===== src/rtl/multicycle_controller_pkg.sv =====
// Shared definitions for the multicycle RV32I control path: state encodings,
// opcodes, ALU-op classes, extender selects and ALU control codes.
package multicycle_controller_pkg;

    // Encodings are fixed so the debug state output matches the core documentation.
    typedef enum logic [3:0] {
        StFetch    = 4'd0,
        StDecode   = 4'd1,
        StMemAdr   = 4'd2,
        StMemRead  = 4'd3,
        StMemWb    = 4'd4,
        StMemWrite = 4'd5,
        StExecR    = 4'd6,
        StAluWb    = 4'd7,
        StExecI    = 4'd8,
        StJal      = 4'd9,
        StBeq      = 4'd10
    } state_t;

    localparam logic [6:0] OpLoad  = 7'b0000011;
    localparam logic [6:0] OpStore = 7'b0100011;
    localparam logic [6:0] OpRtype = 7'b0110011;
    localparam logic [6:0] OpItype = 7'b0010011;
    localparam logic [6:0] OpJal   = 7'b1101111;
    localparam logic [6:0] OpBeq   = 7'b1100011;

    localparam logic [1:0] AluOpAdd   = 2'b00;
    localparam logic [1:0] AluOpSub   = 2'b01;
    localparam logic [1:0] AluOpFunct = 2'b10;

    localparam logic [1:0] ImmI = 2'b00;
    localparam logic [1:0] ImmS = 2'b01;
    localparam logic [1:0] ImmB = 2'b10;
    localparam logic [1:0] ImmJ = 2'b11;

    localparam logic [2:0] AluAdd = 3'b000;
    localparam logic [2:0] AluSub = 3'b001;
    localparam logic [2:0] AluAnd = 3'b010;
    localparam logic [2:0] AluOr  = 3'b011;
    localparam logic [2:0] AluSlt = 3'b101;

    // Extender select depends only on the opcode, independent of state.
    function automatic logic [1:0] imm_sel(input logic [6:0] op);
        logic [1:0] sel;
        case (op)
            OpStore: sel = ImmS;
            OpBeq:   sel = ImmB;
            OpJal:   sel = ImmJ;
            default: sel = ImmI;
        endcase
        return sel;
    endfunction

endpackage


===== src/rtl/multicycle_controller_if.sv =====
// Control bundle between the controller and the multicycle datapath.
interface multicycle_controller_if #(
    parameter int unsigned STATE_W = 4
);
    import multicycle_controller_pkg::*;

    logic [6:0]         op;
    logic [2:0]         funct3;
    logic               funct7b5;
    logic               zero;
    logic               mem_ready;
    logic [1:0]         immsrc;
    logic [1:0]         alusrca;
    logic [1:0]         alusrcb;
    logic [1:0]         resultsrc;
    logic               adrsrc;
    logic [2:0]         alucontrol;
    logic               irwrite;
    logic               pcwrite;
    logic               regwrite;
    logic               memwrite;
    logic               illegal;
    logic [STATE_W-1:0] state;

    // Controller side.
    modport master (
        input  op, funct3, funct7b5, zero, mem_ready,
        output immsrc, alusrca, alusrcb, resultsrc, adrsrc, alucontrol,
        output irwrite, pcwrite, regwrite, memwrite, illegal, state
    );

    // Datapath side.
    modport slave (
        output op, funct3, funct7b5, zero, mem_ready,
        input  immsrc, alusrca, alusrcb, resultsrc, adrsrc, alucontrol,
        input  irwrite, pcwrite, regwrite, memwrite, illegal, state
    );

endinterface


===== src/rtl/multicycle_controller_alu_decoder.sv =====
// ALU decoder: maps the FSM's ALU-op class and instruction fields to an ALU operation.
module multicycle_controller_alu_decoder
    import multicycle_controller_pkg::*;
(
    input  logic [1:0] aluop,
    input  logic [2:0] funct3,
    input  logic       op5,
    input  logic       funct7b5,
    output logic [2:0] alucontrol
);

    // Only R-type sets both op[5] and funct7[5]; addi must stay an add.
    always_comb begin
        alucontrol = AluAdd;
        case (aluop)
            AluOpSub: alucontrol = AluSub;
            AluOpFunct: begin
                case (funct3)
                    3'b000:  alucontrol = (op5 & funct7b5) ? AluSub : AluAdd;
                    3'b010:  alucontrol = AluSlt;
                    3'b110:  alucontrol = AluOr;
                    3'b111:  alucontrol = AluAnd;
                    default: alucontrol = AluAdd;
                endcase
            end
            default: alucontrol = AluAdd;
        endcase
    end

endmodule


===== src/rtl/multicycle_controller.sv =====
// Multicycle RV32I control FSM: sequences the shared ALU, extender, IR, PC and
// the unified memory port, stalling FETCH/MEMREAD/MEMWRITE on mem_ready.
module multicycle_controller
    import multicycle_controller_pkg::*;
#(
    parameter int unsigned STATE_W       = 4,
    parameter bit          USE_MEM_READY = 1'b1
) (
    input  logic                   clk,
    input  logic                   reset,
    multicycle_controller_if.master bus
);

    state_t     state_q;
    state_t     state_d;
    logic       ready;
    logic       pcupdate;
    logic       branch;
    logic [1:0] aluop;
    logic       irwrite_raw;
    logic       regwrite_raw;
    logic       memwrite_raw;
    logic       illegal_raw;

    assign ready = USE_MEM_READY ? bus.mem_ready : 1'b1;

    // State register; reset returns to FETCH immediately, even mid-instruction.
    always_ff @(posedge clk or posedge reset) begin
        if (reset) begin
            state_q <= StFetch;
        end else begin
            state_q <= state_d;
        end
    end

    // Next-state and per-state output decode; unlisted selects default to 0.
    always_comb begin
        state_d       = StFetch;
        bus.alusrca   = 2'b00;
        bus.alusrcb   = 2'b00;
        bus.resultsrc = 2'b00;
        bus.adrsrc    = 1'b0;
        aluop         = AluOpAdd;
        irwrite_raw   = 1'b0;
        regwrite_raw  = 1'b0;
        memwrite_raw  = 1'b0;
        illegal_raw   = 1'b0;
        pcupdate      = 1'b0;
        branch        = 1'b0;
        case (state_q)
            StFetch: begin
                bus.alusrcb   = 2'b10;
                bus.resultsrc = 2'b10;
                if (ready) begin
                    irwrite_raw = 1'b1;
                    pcupdate    = 1'b1;
                    state_d     = StDecode;
                end else begin
                    state_d = StFetch;
                end
            end
            StDecode: begin
                // Branch/jump target is computed here and parked in ALUOut.
                bus.alusrca = 2'b01;
                bus.alusrcb = 2'b01;
                case (bus.op)
                    OpLoad, OpStore: state_d = StMemAdr;
                    OpRtype:         state_d = StExecR;
                    OpItype:         state_d = StExecI;
                    OpJal:           state_d = StJal;
                    OpBeq:           state_d = StBeq;
                    default: begin
                        illegal_raw = 1'b1;
                        state_d     = StFetch;
                    end
                endcase
            end
            StMemAdr: begin
                bus.alusrca = 2'b10;
                bus.alusrcb = 2'b01;
                state_d     = bus.op[5] ? StMemWrite : StMemRead;
            end
            StMemRead: begin
                bus.adrsrc = 1'b1;
                state_d    = ready ? StMemWb : StMemRead;
            end
            StMemWb: begin
                bus.resultsrc = 2'b01;
                regwrite_raw  = 1'b1;
                state_d       = StFetch;
            end
            StMemWrite: begin
                // Strobe held until the memory accepts the write.
                bus.adrsrc   = 1'b1;
                memwrite_raw = 1'b1;
                state_d      = ready ? StFetch : StMemWrite;
            end
            StExecR: begin
                bus.alusrca = 2'b10;
                aluop       = AluOpFunct;
                state_d     = StAluWb;
            end
            StExecI: begin
                bus.alusrca = 2'b10;
                bus.alusrcb = 2'b01;
                aluop       = AluOpFunct;
                state_d     = StAluWb;
            end
            StAluWb: begin
                regwrite_raw = 1'b1;
                state_d      = StFetch;
            end
            StJal: begin
                // ALU computes the link address (OldPC + 4) while the PC takes the target.
                bus.alusrca = 2'b01;
                bus.alusrcb = 2'b10;
                pcupdate    = 1'b1;
                state_d     = StAluWb;
            end
            StBeq: begin
                bus.alusrca = 2'b10;
                aluop       = AluOpSub;
                branch      = 1'b1;
                state_d     = StFetch;
            end
            default: state_d = StFetch;
        endcase
    end

    // Write strobes are suppressed while reset is asserted.
    always_comb begin
        bus.irwrite  = irwrite_raw & ~reset;
        bus.regwrite = regwrite_raw & ~reset;
        bus.memwrite = memwrite_raw & ~reset;
        bus.illegal  = illegal_raw & ~reset;
        bus.pcwrite  = (pcupdate | (branch & bus.zero)) & ~reset;
        bus.immsrc   = imm_sel(bus.op);
        bus.state    = STATE_W'(state_q);
    end

    multicycle_controller_alu_decoder u_alu_decoder (
        .aluop      (aluop),
        .funct3     (bus.funct3),
        .op5        (bus.op[5]),
        .funct7b5   (bus.funct7b5),
        .alucontrol (bus.alucontrol)
    );

endmodule

===== src/flat_wrapper.sv =====
// flat-port wrapper written by rule: the top's interface ports become plain ports
module multicycle_controller_flat import multicycle_controller_pkg::*;
#(
    parameter int unsigned STATE_W       = 4,
    parameter bit          USE_MEM_READY = 1'b1
)
  (clk, reset, bus_op, bus_funct3, bus_funct7b5, bus_zero, bus_mem_ready, bus_immsrc, bus_alusrca, bus_alusrcb, bus_resultsrc, bus_adrsrc, bus_alucontrol, bus_irwrite, bus_pcwrite, bus_regwrite, bus_memwrite, bus_illegal, bus_state);
  multicycle_controller_if #(.STATE_W(STATE_W)) bus_i ();
  input  logic clk;
  input  logic reset;
  input wire logic [$bits(bus_i.op)-1:0] bus_op;
  input wire logic [$bits(bus_i.funct3)-1:0] bus_funct3;
  input wire logic [$bits(bus_i.funct7b5)-1:0] bus_funct7b5;
  input wire logic [$bits(bus_i.zero)-1:0] bus_zero;
  input wire logic [$bits(bus_i.mem_ready)-1:0] bus_mem_ready;
  output wire logic [$bits(bus_i.immsrc)-1:0] bus_immsrc;
  output wire logic [$bits(bus_i.alusrca)-1:0] bus_alusrca;
  output wire logic [$bits(bus_i.alusrcb)-1:0] bus_alusrcb;
  output wire logic [$bits(bus_i.resultsrc)-1:0] bus_resultsrc;
  output wire logic [$bits(bus_i.adrsrc)-1:0] bus_adrsrc;
  output wire logic [$bits(bus_i.alucontrol)-1:0] bus_alucontrol;
  output wire logic [$bits(bus_i.irwrite)-1:0] bus_irwrite;
  output wire logic [$bits(bus_i.pcwrite)-1:0] bus_pcwrite;
  output wire logic [$bits(bus_i.regwrite)-1:0] bus_regwrite;
  output wire logic [$bits(bus_i.memwrite)-1:0] bus_memwrite;
  output wire logic [$bits(bus_i.illegal)-1:0] bus_illegal;
  output wire logic [$bits(bus_i.state)-1:0] bus_state;
  assign bus_i.op = bus_op;
  assign bus_i.funct3 = bus_funct3;
  assign bus_i.funct7b5 = bus_funct7b5;
  assign bus_i.zero = bus_zero;
  assign bus_i.mem_ready = bus_mem_ready;
  assign bus_immsrc = bus_i.immsrc;
  assign bus_alusrca = bus_i.alusrca;
  assign bus_alusrcb = bus_i.alusrcb;
  assign bus_resultsrc = bus_i.resultsrc;
  assign bus_adrsrc = bus_i.adrsrc;
  assign bus_alucontrol = bus_i.alucontrol;
  assign bus_irwrite = bus_i.irwrite;
  assign bus_pcwrite = bus_i.pcwrite;
  assign bus_regwrite = bus_i.regwrite;
  assign bus_memwrite = bus_i.memwrite;
  assign bus_illegal = bus_i.illegal;
  assign bus_state = bus_i.state;
  multicycle_controller #(.STATE_W(STATE_W), .USE_MEM_READY(USE_MEM_READY)) u_core (.clk(clk), .reset(reset), .bus(bus_i));
endmodule

===== config.mk =====
export PLATFORM = sky130hd
export DESIGN_NAME = multicycle_controller_flat
export DESIGN_NICKNAME = d
export VERILOG_FILES = /design/src/rtl/multicycle_controller_pkg.sv /design/src/rtl/multicycle_controller_if.sv /design/src/rtl/multicycle_controller_alu_decoder.sv /design/src/rtl/multicycle_controller.sv /design/src/flat_wrapper.sv
export SDC_FILE = /design/constraint.sdc
export NUM_CORES = 1
export LEC_CHECK = 0
export BUFFER_PORTS_ARGS = -buffer_cell sky130_fd_sc_hd__buf_4
export CAP_MARGIN = 10
export CORE_UTILIZATION = 38
export CTS_CLUSTER_SIZE = 12
export DETAILED_ROUTE_END_ITERATION = 12
export MAX_ROUTING_LAYER = met4
export PLACE_DENSITY = 0.87
export SLEW_MARGIN = 40
export SYNTH_ARGS = -nofsm -noshare
export SYNTH_HDL_FRONTEND = slang
export SYNTH_SLANG_ARGS = --single-unit

===== constraint.sdc =====
create_clock -name clk -period 1.65 [get_ports clk]
set_input_delay 0.0825 -clock clk [delete_from_list [all_inputs] [get_ports clk]]
set_output_delay 0.0825 -clock clk [all_outputs]
set_load 0.05 [all_outputs]

======== Word level (Yosys, flattened, before mapping) ========
Index checks and enable logic that the tools add are counted.
operators by class
  eq/ne operators ......................... 21
  mux-type cells .......................... 23
  bitwise operators ....................... 9
  reductions and logical operators ........ 12
operator list
  cell                                           number
  case mux 4 bit (6 select lines)                1
  case mux 4 bit (5 select lines)                1
  == test 4 x 3 -> 1 bit, second input constant  4
  case mux 2 bit (2 select lines)                4
  == test 7 x 6 -> 1 bit, second input constant  2
  == test 7 bit, second input constant           2
  == test 4 bit, second input constant           3
  case mux 3 bit (4 select lines)                1
  OR reduction 2 bit                             6
  2-to-1 mux 1 bit                               10
  2-to-1 mux 3 bit                               3
  == test 4 x 2 -> 1 bit, second input constant  2
  bitwise AND 1 bit                              7
  == test 7 x 2 -> 1 bit, second input constant  1
  == test 7 x 5 -> 1 bit, second input constant  1
  == test 3 bit, second input constant           2
  case mux 2 bit (3 select lines)                1
  case mux 3 bit (2 select lines)                1
  OR reduction 3 bit                             2
  OR reduction 6 bit                             1
  == test 4 x 1 -> 1 bit, second input constant  1
  logical NOT 4 bit                              1
  OR reduction 4 bit                             1
  == test 3 x 2 -> 1 bit, second input constant  1
  6 further kinds                                6
word-level totals
  flip-flop bits (word level) ............. 4
  input port bits ......................... 15
  output and inout bits ................... 21
  word-level logic and storage cells ...... 66

======== Depth between registers and ports, before layout ========
  depth in word-level cells ............... 5
  gate-level depth with buffers ........... 8

======== Hierarchy ========
From an unflattened synthesis, not the netlist that was laid out.
second synthesis, totals
  cell total of the unflattened synthesis .. 87
  area, all modules ....................... 639.4 um^2
modules (own cells, without submodules)
  module                             instances  cells each  area an instance (um^2)  sequential area each (um^2)
  multicycle_controller              1          76          543.0                    100.1
  multicycle_controller_alu_decoder  1          11          96.3                     0.0

======== Worst setup path after synthesis ========
OpenSTA, ideal clock, no wires.
  path type ............................... register to output
  start point ............................. register u_core.state_q[2], in the netlist u_core.bus.state[2]
  end point ............................... output bus_alucontrol[2]
  data arrival time ....................... 3.237 ns
  data required time ...................... 1.567 ns
  path slack .............................. -1.670 ns
  cell stages (with the launch flop) ...... 7
  cells stage by stage .................... dfrtp_1 -> clkbuf_1 -> buf_2 -> nand3b_1 -> a21o_1 -> ha_1 -> nor4_1
between the ends
  word-level cells in the longest chain between the ends .. 5
  elaborated cells between the ends (all ways) .. 8
  classes of those cells .................. 5 x eq/ne; 2 x mux; 1 x reduce/logical
RTL lines
  what                                                            RTL line                                 RTL
  from (decl)                                                     multicycle_controller.sv:14              state_t state_q;
  from (signal assigned)                                          multicycle_controller.sv:30              state_q <= StFetch;
  from (signal assigned)                                          multicycle_controller.sv:32              state_q <= state_d;
  == test 4 x 3 -> 1 bit / == test 4 bit (equally long branches)  multicycle_controller.sv:50              case (state_q)
  OR reduction 2 bit (no line)                                    --
  case mux 2 bit (2 select lines) *                               multicycle_controller.sv:50
  == test 2 bit / == test 2 x 1 -> 1 bit (equally long branches)  multicycle_controller_alu_decoder.sv:15  case (aluop)
  case mux 3 bit (2 select lines) *                               multicycle_controller_alu_decoder.sv:15
  to (decl)                                                       flat_wrapper.sv:21                       output wire logic [$bits(bus_i.alucontrol)-1:0] bus_alucontrol;
Every way passes the cells marked *; elsewhere a longest branch is shown, timed or not.

======== Worst setup path in the final report ========
Same ends and word-level chain as after synthesis.

==> run_results.csv <==
group,metric,value,unit
status,status,"finished with violations",
status,violations,"setup timing",
critical_path,r2r-end,"u_core.bus.state[2]$_DFF_PP0_",
floorplanning,core,1380,µm²
synthesis,yosysWarnings,0,
finish,syn_to_final_growth,120,%
cts,cts_root_buf,"clkbuf_4",
cts,cts.sinks,4,
floorplanning,die_h,41.6,µm
grt,grt_pass1_vias,911,
route,via_per_inst,6.70,
cts,clk_latency,250,ps
grt,grt_pass1_wl,4.22,mm
placement,gp_congestion,0.870,
sta,finalMaxSlewViolations,0,
critical_path,critPathKind,"flip-flop to primary output",
power_and_ir_drop,ir_drop,0.569,mV
synthesis,synth-simple-area-share,48.2,%
critical_path,r2r_slack,0,ps
sta,fin_ws,-254,ps
grt,antenna_found_initial,0,
grt,gr-total-overflow,0,
floorplanning,die-area,1730,µm²
sta,finalSetupViolations,10,
synthesis,async_flop_share,100,%
finish,fillers,40,
cts,cts-htree-levels,1,
sta,rsz0062_at_grt,"yes",
route,met2_length,1.82,mm
grt,grt_usage,33.0,%
job,maxCapViolCount,0,
critical_path,start_kind,"flip-flop",
critical_path,crit_path_start,"u_core.bus.state[2]$_DFF_PP0_",
cts,clk_pin_slew,50,ps
power_and_ir_drop,power.leakage,0.588,nW
critical_path,worst-path-buf-inv,1,
floorplanning,ios,36,
finish,fin_cells,156,
route,met3_length,285,µm
critical_path,critPathRequiredTime,1570,ps
placement,dp_cells,142,
synthesis,synth_edf_count,0,
route,totalWireLength,3.59,mm
sta,min_period,1900,ps
floorplanning,initial_core_util,43.2,%
floorplanning,die_w,41.6,µm
route,route.detailed.drc,0,
cts,numCtsBuffers,3,
synthesis,synth_mux_area_share,0,%
critical_path,end_kind,"primary output",
critical_path,cp.depth,6,
sta,max_freq,0.525,GHz
finish,final_net_count,160,
sta,tightest_slew,362,ps
route,vias,1045,
critical_path,critPathTopFamily,"simple AND/OR/NAND/NOR gates",
placement,place_worst_setup_slack,30.7,ps
route,drt_iter0_drc,52,
placement,dpl.hpwl,1.62,mm
synthesis,synth_adder_area_share,5.87,%
sta,finalCritPeriodShare,115,%
synthesis,synth-compound-area-share,19.1,%
synthesis,ys_types,36,
sta,hold_violations,0,
placement,portBuffers,35,
synthesis,synth_area,597,µm²
critical_path,slowest_stage,"dfrtp_2",
synthesis,syn-num-nets,105,
sta,fin_worst_skew,6.69,ps
synthesis,synth.avg_cell_area,6.78,µm²
synthesis,netlist_instances,88,
cts,cts_tree,"yes",
critical_path,crit_chain,"nor2b_4, nand2b_1, a21o_1, ha_4, nor4_4, buf_6",
synthesis,synth-xor-area-share,2.94,%
route,wl_met1,1.24,mm
route,wl_per_cell,23.0,µm
power_and_ir_drop,powerDensity,828,nW/µm²
worst_hold_path,min_path_type,"input pin to flip-flop",
sta,slew_headroom,75.8,%
floorplanning,fp-row-count,13,
critical_path,arrival,1820,ps
critical_path,critPathMaxFanout,4,
critical_path,critPathMaxStageDelay,440,ps
finish,largest_reg_flops,4,
cts,cts_max_path_buffers,2,
route,ant_nets,0,
synthesis,synth_seq_cells,4,
route,top_layer,"met4",
critical_path,worst-r2r-cell-count,6,
synthesis,ys.flop_type,"dfrtp_1",
critical_path,regToRegStartpoint,"u_core.bus.state[3]$_DFF_PP0_",
route,firstDrtPassIters,4,
synthesis,yosysSeqAreaShare,16.8,%
finish,antenna_cells,0,
critical_path,crit_end,"bus_alucontrol[2]",
finish,drive_above_1_share,63.1,%
synthesis,synth_top_family_by_area,"simple AND/OR/NAND/NOR gates",
grt,grt_max_degree,14,
==> placed cells by master, fill, tap and decap left out, types with 2 or more instances in the layout <==
| master | Yosys | layout |
|---|---|---|
| a21oi_1 | 5 | 3 |
| nor3b_1 | 3 | 2 |
| nor4_4 | 0 | 2 |
| dfrtp_2 | 0 | 4 |
| nand3b_1 | 2 | 2 |
| buf_6 | 0 | 12 |
| nor2_1 | 9 | 7 |
| nand3_1 | 3 | 3 |
| o21ai_0 | 7 | 5 |
| nand2_1 | 5 | 3 |
| buf_8 | 0 | 2 |
| ha_4 | 0 | 2 |
| nand2b_1 | 5 | 5 |
| buf_4 | 0 | 39 |
| clkbuf_4 | 0 | 3 |
| nor3_1 | 5 | 2 |
| a21oi_2 | 0 | 2 |
| o21ai_2 | 0 | 2 |
| nor3_2 | 0 | 3 |
| inv_1 | 6 | 5 |
| nor2_2 | 0 | 2 |
==> synth_stat cells (all sizes together), types with 2 or more instances <==
cell | instances | area (µm²)
nor2b | 2 | 12.5
inv | 6 | 22.5
a31oi | 2 | 12.5
nor4b | 2 | 17.5
or3 | 2 | 12.5
nor4 | 2 | 12.5
dfrtp | 4 | 100
nand2b | 6 | 40.0
nand3 | 3 | 15.0
nor3 | 5 | 25.0
nor3b | 3 | 22.5
nand3b | 2 | 15.0
clkbuf | 3 | 11.3
o21ai | 7 | 35.0
ha | 2 | 25.0
and3 | 2 | 12.5
nor2 | 9 | 33.8
buf | 2 | 8.75
a21oi | 5 | 25.0
nand2 | 5 | 18.8
==> how the worst min path moves through the flow <==
stage               startpoint                            end  slack [ps]  depth (start not counted)
floorplan                reset  u_core.bus.state[0]$_DFF_PP0_        -140                          1
CTS                  bus_op[4]  u_core.bus.state[2]$_DFF_PP0_         130                          3
global route         bus_op[4]  u_core.bus.state[2]$_DFF_PP0_         160                          3
global placement         reset  u_core.bus.state[2]$_DFF_PP0_          50                          2
detailed placement       reset  u_core.bus.state[2]$_DFF_PP0_          50                          2
finish               bus_op[4]  u_core.bus.state[2]$_DFF_PP0_         170                          3
==> stage by stage <==
stage	total power (W)	setup TNS [ps]	util, %	hold WS, ps	area (µm²)
after floorplan	0.000552	-2440	-	-143	736
after global placement	0.000727	0	75.4	47.2	1040
after detailed placement	0.000736	0	75.4	53.2	1040
after CTS	0.000926	-473	85.3	126	1180
after global routing	0.00112	-1410	94.9	162	1310
final	0.00109	-1000	94.9	174	1310
==> worst min-delay path: stages <==
cell and delay, ps:
buf_4 120, nand3_1 80, o21ai_0 90
==> layout make-up <==
class	instances	area, µm²	share of cell area (%)
well taps	15	18.8	1.43
repair buffers	55	488	37.2
clock buffers	3	22.5	1.72
flip-flops and latches	4	105	8.01
inverters	6	22.5	1.72
multi-input cells	73	656	50.0
==> metal layers <==
| layer | up-vias | track usage, % |
|---|---|---|
| met5 | - | - |
| met4 | 0 | 20.6 |
| met3 | 25 | 4.78 |
| met2 | 92 | 57.8 |
| met1 | 504 | 34.2 |
| li1 | 424 | - |
==> cell families (layout without fill, tap and decap cells) <==
logic type,after synthesis,after routing
adder cells (fa/ha/maj),3,3
buffers and inverters,11,64
flip-flops,4,4
XOR/XNOR,2,2
AND/OR/NAND/NOR,49,49
AO/OA/AOI/OAI,19,19
==> power breakdown <==
part,switching (W),internal (W),leakage (nW)
logic,0.000487,0.000339,0.527
registers,0.0000160,0.000111,0.0480
clock network,0.0000525,0.0000822,0.0138
==> what timing repair did <==
item                       in CTS  in global routing
gates resized for setup        14                 23
pin swaps                       6                 10
hold endpoints to repair        4                  0
buffers inserted                6                  7
hold buffers                    1                  0
setup endpoints to repair       5                 10
No activity file was read; power rests on OpenSTA's default activity.
